===== src/rtl/fsmc_pkg.sv =====
// Shared types and widths for the FSMC slave-side router.
package fsmc_pkg;

  localparam int unsigned FSMC_DATA_W     = 16;
  localparam int unsigned FSMC_IDX_W      = 3;
  localparam int unsigned FSMC_ADDR_W     = 15;
  localparam int unsigned FSMC_MAX_SLAVES = 8;

  typedef enum logic [1:0] {
    IDLE,
    ACTIVE,
    ERR
  } router_state_t;

  function automatic logic [FSMC_MAX_SLAVES-1:0] idx_onehot(input logic [FSMC_IDX_W-1:0] idx);
    return FSMC_MAX_SLAVES'(1) << idx;
  endfunction

endpackage


===== src/rtl/fsmc_sync_edge.sv =====
// Two-flop synchroniser for an asynchronous pin, with registered fall/rise pulses
// aligned to the synchronised output.
module fsmc_sync_edge #(
  parameter logic RESET_VAL = 1'b1
) (
  input  logic clk,
  input  logic reset,
  input  logic din,
  output logic dout,
  output logic fall,
  output logic rise
);

  logic meta;

  always_ff @(posedge clk or posedge reset) begin
    if (reset) begin
      meta <= RESET_VAL;
      dout <= RESET_VAL;
      fall <= 1'b0;
      rise <= 1'b0;
    end else begin
      meta <= din;
      dout <= meta;
      fall <= dout & ~meta;
      rise <= ~dout & meta;
    end
  end

endmodule


===== src/rtl/fsmc_slave_router.sv =====
// Shares the FSMC slave port between up to 8 peripherals: decode, read-data return,
// single-cycle rd/wr strobes and a per-access timeout.
module fsmc_slave_router
  import fsmc_pkg::*;
#(
  parameter int unsigned            N_SLAVES = 8,
  parameter int unsigned            TIMEOUT  = 255,
  parameter logic [FSMC_DATA_W-1:0] ERR_DATA = 16'hDEAD
) (
  input  logic                            clk,
  input  logic                            reset,
  input  logic                            en_cs,
  input  logic [FSMC_IDX_W-1:0]           cs_addr_latch,
  input  logic [FSMC_DATA_W-1:0]          module_in,
  input  logic                            noe_n,
  output logic [FSMC_DATA_W-1:0]          module_out,
  output logic                            cs_state,
  input  logic [N_SLAVES-1:0]             cfg_enable,
  output logic [N_SLAVES-1:0]             slave_sel,
  output logic [FSMC_ADDR_W-1:0]          slave_addr,
  output logic [FSMC_DATA_W-1:0]          slave_wdata,
  output logic                            slave_wr_stb,
  output logic                            slave_rd_stb,
  input  logic [FSMC_DATA_W*N_SLAVES-1:0] slave_rdata,
  input  logic                            err_clr,
  output logic                            err_decode,
  output logic                            err_timeout,
  output logic                            busy
);

  localparam int unsigned CNT_W = $clog2(TIMEOUT + 1);

  router_state_t           state, state_nxt;
  logic                    en_cs_d;
  logic [FSMC_IDX_W-1:0]   idx, idx_nxt;
  logic [CNT_W-1:0]        cnt, cnt_nxt;
  logic                    rd_seen, rd_seen_nxt;
  logic [FSMC_DATA_W-1:0]  module_out_nxt, slave_wdata_nxt, rdata_sel;
  logic [FSMC_ADDR_W-1:0]  slave_addr_nxt;
  logic [N_SLAVES-1:0]     slave_sel_nxt;
  logic                    cs_state_nxt, wr_stb_nxt, rd_stb_nxt;
  logic                    err_decode_nxt, err_timeout_nxt;
  logic                    noe_sync, decode_ok, en_rise;
  logic                    noe_fall_unused, noe_rise_unused;

  // Read detection is level-based, so NOE already low at entry still counts.
  fsmc_sync_edge #(.RESET_VAL(1'b1)) u_noe_sync (
    .clk   (clk),
    .reset (reset),
    .din   (noe_n),
    .dout  (noe_sync),
    .fall  (noe_fall_unused),
    .rise  (noe_rise_unused)
  );

  assign en_rise = en_cs & ~en_cs_d;

  always_comb begin
    decode_ok = 1'b0;
    for (int unsigned i = 0; i < N_SLAVES; i++)
      if (cs_addr_latch == FSMC_IDX_W'(i) && cfg_enable[i]) decode_ok = 1'b1;
  end

  always_comb begin
    rdata_sel = '0;
    for (int unsigned i = 0; i < N_SLAVES; i++)
      if (idx == FSMC_IDX_W'(i)) rdata_sel = slave_rdata[FSMC_DATA_W*i +: FSMC_DATA_W];
  end

  // Next state and next registered outputs.
  always_comb begin
    state_nxt       = state;
    idx_nxt         = idx;
    cnt_nxt         = cnt;
    rd_seen_nxt     = rd_seen;
    module_out_nxt  = module_out;
    cs_state_nxt    = 1'b0;
    slave_sel_nxt   = '0;
    slave_addr_nxt  = slave_addr;
    slave_wdata_nxt = slave_wdata;
    wr_stb_nxt      = 1'b0;
    rd_stb_nxt      = 1'b0;
    err_decode_nxt  = err_decode & ~err_clr;
    err_timeout_nxt = err_timeout & ~err_clr;

    unique case (state)
      IDLE: begin
        if (en_rise) begin
          idx_nxt        = cs_addr_latch;
          slave_addr_nxt = module_in[FSMC_ADDR_W-1:0];
          if (decode_ok) begin
            state_nxt     = ACTIVE;
            cnt_nxt       = '0;
            rd_seen_nxt   = 1'b0;
            cs_state_nxt  = 1'b1;
            slave_sel_nxt = N_SLAVES'(idx_onehot(cs_addr_latch));
          end else begin
            state_nxt      = ERR;
            err_decode_nxt = 1'b1;
            module_out_nxt = ERR_DATA;
          end
        end
      end
      ACTIVE: begin
        module_out_nxt = rdata_sel;
        if (cnt != {CNT_W{1'b1}}) cnt_nxt = cnt + 1'b1;
        if (!en_cs) begin
          state_nxt = IDLE;
          if (!rd_seen) begin
            wr_stb_nxt      = 1'b1;
            slave_wdata_nxt = module_in;
          end
        end else if (cnt == CNT_W'(TIMEOUT - 1)) begin
          state_nxt       = ERR;
          err_timeout_nxt = 1'b1;
          module_out_nxt  = ERR_DATA;
        end else begin
          cs_state_nxt  = 1'b1;
          slave_sel_nxt = N_SLAVES'(idx_onehot(idx));
          if (!noe_sync && !rd_seen) begin
            rd_seen_nxt = 1'b1;
            rd_stb_nxt  = 1'b1;
          end
        end
      end
      ERR: begin
        module_out_nxt = ERR_DATA;
        if (!en_cs) state_nxt = IDLE;
      end
      default: state_nxt = IDLE;
    endcase
  end

  always_ff @(posedge clk or posedge reset) begin
    if (reset) begin
      state        <= IDLE;
      en_cs_d      <= 1'b0;
      idx          <= '0;
      cnt          <= '0;
      rd_seen      <= 1'b0;
      module_out   <= '0;
      cs_state     <= 1'b0;
      slave_sel    <= '0;
      slave_addr   <= '0;
      slave_wdata  <= '0;
      slave_wr_stb <= 1'b0;
      slave_rd_stb <= 1'b0;
      err_decode   <= 1'b0;
      err_timeout  <= 1'b0;
      busy         <= 1'b0;
    end else begin
      state        <= state_nxt;
      en_cs_d      <= en_cs;
      idx          <= idx_nxt;
      cnt          <= cnt_nxt;
      rd_seen      <= rd_seen_nxt;
      module_out   <= module_out_nxt;
      cs_state     <= cs_state_nxt;
      slave_sel    <= slave_sel_nxt;
      slave_addr   <= slave_addr_nxt;
      slave_wdata  <= slave_wdata_nxt;
      slave_wr_stb <= wr_stb_nxt;
      slave_rd_stb <= rd_stb_nxt;
      err_decode   <= err_decode_nxt;
      err_timeout  <= err_timeout_nxt;
      busy         <= (state_nxt != IDLE);
    end
  end

endmodule

===== config.mk =====
export PLATFORM = sky130hd
export DESIGN_NAME = fsmc_slave_router
export DESIGN_NICKNAME = d
export VERILOG_FILES = /design/src/rtl/fsmc_pkg.sv /design/src/rtl/fsmc_sync_edge.sv /design/src/rtl/fsmc_slave_router.sv
export SDC_FILE = /design/constraint.sdc
export NUM_CORES = 1
export LEC_CHECK = 0
export ABC_AREA = 1
export CAP_MARGIN = 15
export CORE_ASPECT_RATIO = 2
export CORE_MARGIN = 1.5
export CORE_UTILIZATION = 44
export DETAILED_ROUTE_END_ITERATION = 12
export GPL_ROUTABILITY_DRIVEN = 1
export GPL_TIMING_DRIVEN = 0
export PLACE_DENSITY = 0.95
export SYNTH_ARGS = -nofsm -noshare
export SYNTH_HDL_FRONTEND = slang
export SYNTH_SLANG_ARGS = --single-unit

===== constraint.sdc =====
create_clock -name clk -period 9.05 [get_ports clk]
set_input_delay 2.715 -clock clk [delete_from_list [all_inputs] [get_ports clk]]
set_output_delay 2.715 -clock clk [all_outputs]
set_load 0.01 [all_outputs]

==> flow_summary.yaml <==
cts:
  cts-resized-gates: 0
  numCtsBuffers: 9
  clk_latency_ns: 0.34
  clock_path_buffers: 2
  clock-sinks: 78
  htreeDepth: 3
  cts_tree: "done"
  clk_pin_slew_ns: 0.06
  cts_hold_buf: 0
  cts_root_buffer: "clkbuf_16"
  postCtsSetupRepairBufs: 0
sta:
  fin_crit_ns: 4.17
  rsz0062_at_grt: "no"
  fin_ws_ns: 4.88
  fmax_mhz: 240
  worstMarginPinSlew_ns: 0.937
  finalSetupTns_ns: 0
  setup_viol: 0
  period_share: 0.461
  timing.slew.headroom: 0.371
  slew_violations: 0
  hold_viol: 0
  skew_ns: 0.0109
critical_path:
  crit_arrival_ns: 4.41
  start_kind: "input pin"
  worstPathCellList: "clkdlybuf4s50_1 > inv_1 > nor2_1 > nand2_2 > inv_1 > nand2_2 > buf_6 > o22ai_1"
  crit_type: "input pin to register"
  critPathRequiredTime_ns: 9.29
  path_max_fanout: 10
  crit_path_end_kind: "register"
  cpPeakStageDelay_ns: 0.56
  worst_path_max_delay_cell: "clkdlybuf4s50_1"
detailed_routing:
  viasPerCell: 5.36
  drt-initial-drc-count: 334
  ant_nets: 0
  drt_wl_total_um: 17200
  drt_first_pass_iters: 5
  drc_errors: 0
  vias: 5270
  wl_per_cell_um: 17.5
floorplan:
  die_y_um: 145
  coreArea_mm2: 0.00983
  die_area_mm2: 0.0108
  initial_core_util: 0.454
  rows: 51
  ios: 221
  die_x_um: 74.2
logic_synthesis:
  yosysSeqAreaShare: 0.438
  syn_area_per_cell_um2: 7.25
  syn_area_mm2: 0.00446
  synth_nets: 777
  ys_ff_latch: 78
  synth.distinct_cells: 32
  synth.yosys.warnings: 0
  synthCells: 615
pwr:
  internal-power_uw: 933
  p_switching_uw: 555
  combPwrFrac: 0.435
  swShare: 0.373
  power_uw: 1490
  clockPowerShare: 0.232
  power_density_mw_per_mm2: 209
  p_leak_uw: 0.00337
  ir_drop_uv: 199
  seqPwrFrac: 0.333
worst_hold_path:
  hold_path_class: "register to register"
placed_design:
  place_ws_ns: 4.54
  dp_cells: 966
  place.gp.congestion: 1.00
  dp_hpwl_um: 13400
  portBuffers: 218
run:
  maxCapViolations: 0
final_layout:
  layout.cells.non_filler: 983
  nets: 1007
  final_util: 0.725
  final_common_cell: "clkdlybuf4s50_1"
  final_cell_mix: "clkdlybuf4s50_1, nand2_1, inv_1"
  syn_to_final_growth_pct: 59.8
  drive_gt1_frac: 0.0671
  n_fill_cell: 731
global_route:
  grt_pass1_vias: 5146
  antenna_found_initial: 1
  grt_pass1_wl_um: 25700
  grt_use_total: 0.318
  grt_overflow_total: 0
  grt_start_max_net_pins: 52
outcome:
  status: "complete, no violations"
-- logic make-up (layout without fill, tap and decap cells) --
group | Yosys count | count (layout) | synth area share
AND/OR/NAND/NOR | 360 | 360 | 0.374
buffers and inverters | 119 | 354 | 0.111
flip-flops | 78 | 78 | 0.438
AO/OA/AOI/OAI | 53 | 53 | 0.0651
XOR/XNOR | 3 | 3 | 0.00589
adder cells (fa/ha/maj) | 2 | 2 | 0.00561
other | 0 | 1 | 0
-- layout make-up --
class,count,area [um^2],area share
tap,132,165,0.0232
sequential,78,1950,0.274
buffer,32,169,0.0237
clock buffer,9,225,0.0316
multi-input combinational,418,2010,0.282
inverter,87,329,0.0462
timing repair buffer,219,2210,0.310
clock inverter,7,61.3,0.00860
antenna,1,2.50,0.000351
-- routing by layer --
layer  global-route usage  share of wire  vias to the layer above
li1                     -              -                     2481
met1                0.310           0.32                     2431
met2                0.541           0.51                      282
met3               0.0928          0.088                       76
met4                0.233          0.074                        0
met5                    0              0                        -
-- state kept, by name, summed over array words and instances, names as in the netlist, 2 cells and up --
name / flops
slave_wdata: 16
slave_addr: 15
slave_sel: 8
module_out: 16
state: 2
cnt: 8
idx: 3
-- through the flow --
step | instance area, um^2 | hold slack [ns]
CTS | 7120 | 0.364
detailed placement | 6840 | 0.355
global route | 7130 | 0.368
global placement | 6810 | 0.347
floorplan | 4460 | 0.345
finish | 7130 | 0.362
-- cell usage after synthesis (all sizes together) --
cell type,number,area share
clkbuf,12,0.010
o21ai,37,0.042
inv,87,0.073
a21oi,6,0.0067
nand3,42,0.048
nand2,156,0.14
dfstp,2,0.012
buf,20,0.028
a21o,1,0.0017
a32o,1,0.0022
nor2,79,0.069
nor3,8,0.014
nand4,74,0.11
o41ai,3,0.0059
xor2,3,0.0059
a31oi,1,0.0014
dfrtp,76,0.43
ha,2,0.0056
o22ai,4,0.0056
nor3b,1,0.0017
-- power groups by stage --
stage / combinational [uW] / clock, uW / sequential, uW
6_report: 647 / 345 / 496
5_1_grt: 698 / 363 / 505
4_1_cts: 640 / 348 / 495
3_5_place_dp: 638 / 0 / 498
3_3_place_gp: 620 / 0 / 495
2_1_floorplan: 257 / 0 / 532
-- worst max-delay path, delay by kind of cell --
kind	cells	cell delay (ns)
buffers and inverters	4	0.94
AOI/OAI and AO/OA	1	0.15
and+or+nand+nor	3	0.60
-- final timing paths --
path	end	cells after the start	start	slack (ns)
min in group asynchronous	slave_rd_stb	2	reset	2.72
worst max-delay path	slave_sel[7]	8	en_cs	4.88
worst min register to register	u_noe_sync.dout	0	u_noe_sync.meta	0.36
max in group asynchronous	slave_sel[4]	3	reset	5.77
worst max register to register	module_out[4]	9	idx[0]	6.99
worst min-delay path	u_noe_sync.dout	0	u_noe_sync.meta	0.36
(Power assumes the default switching activity.)
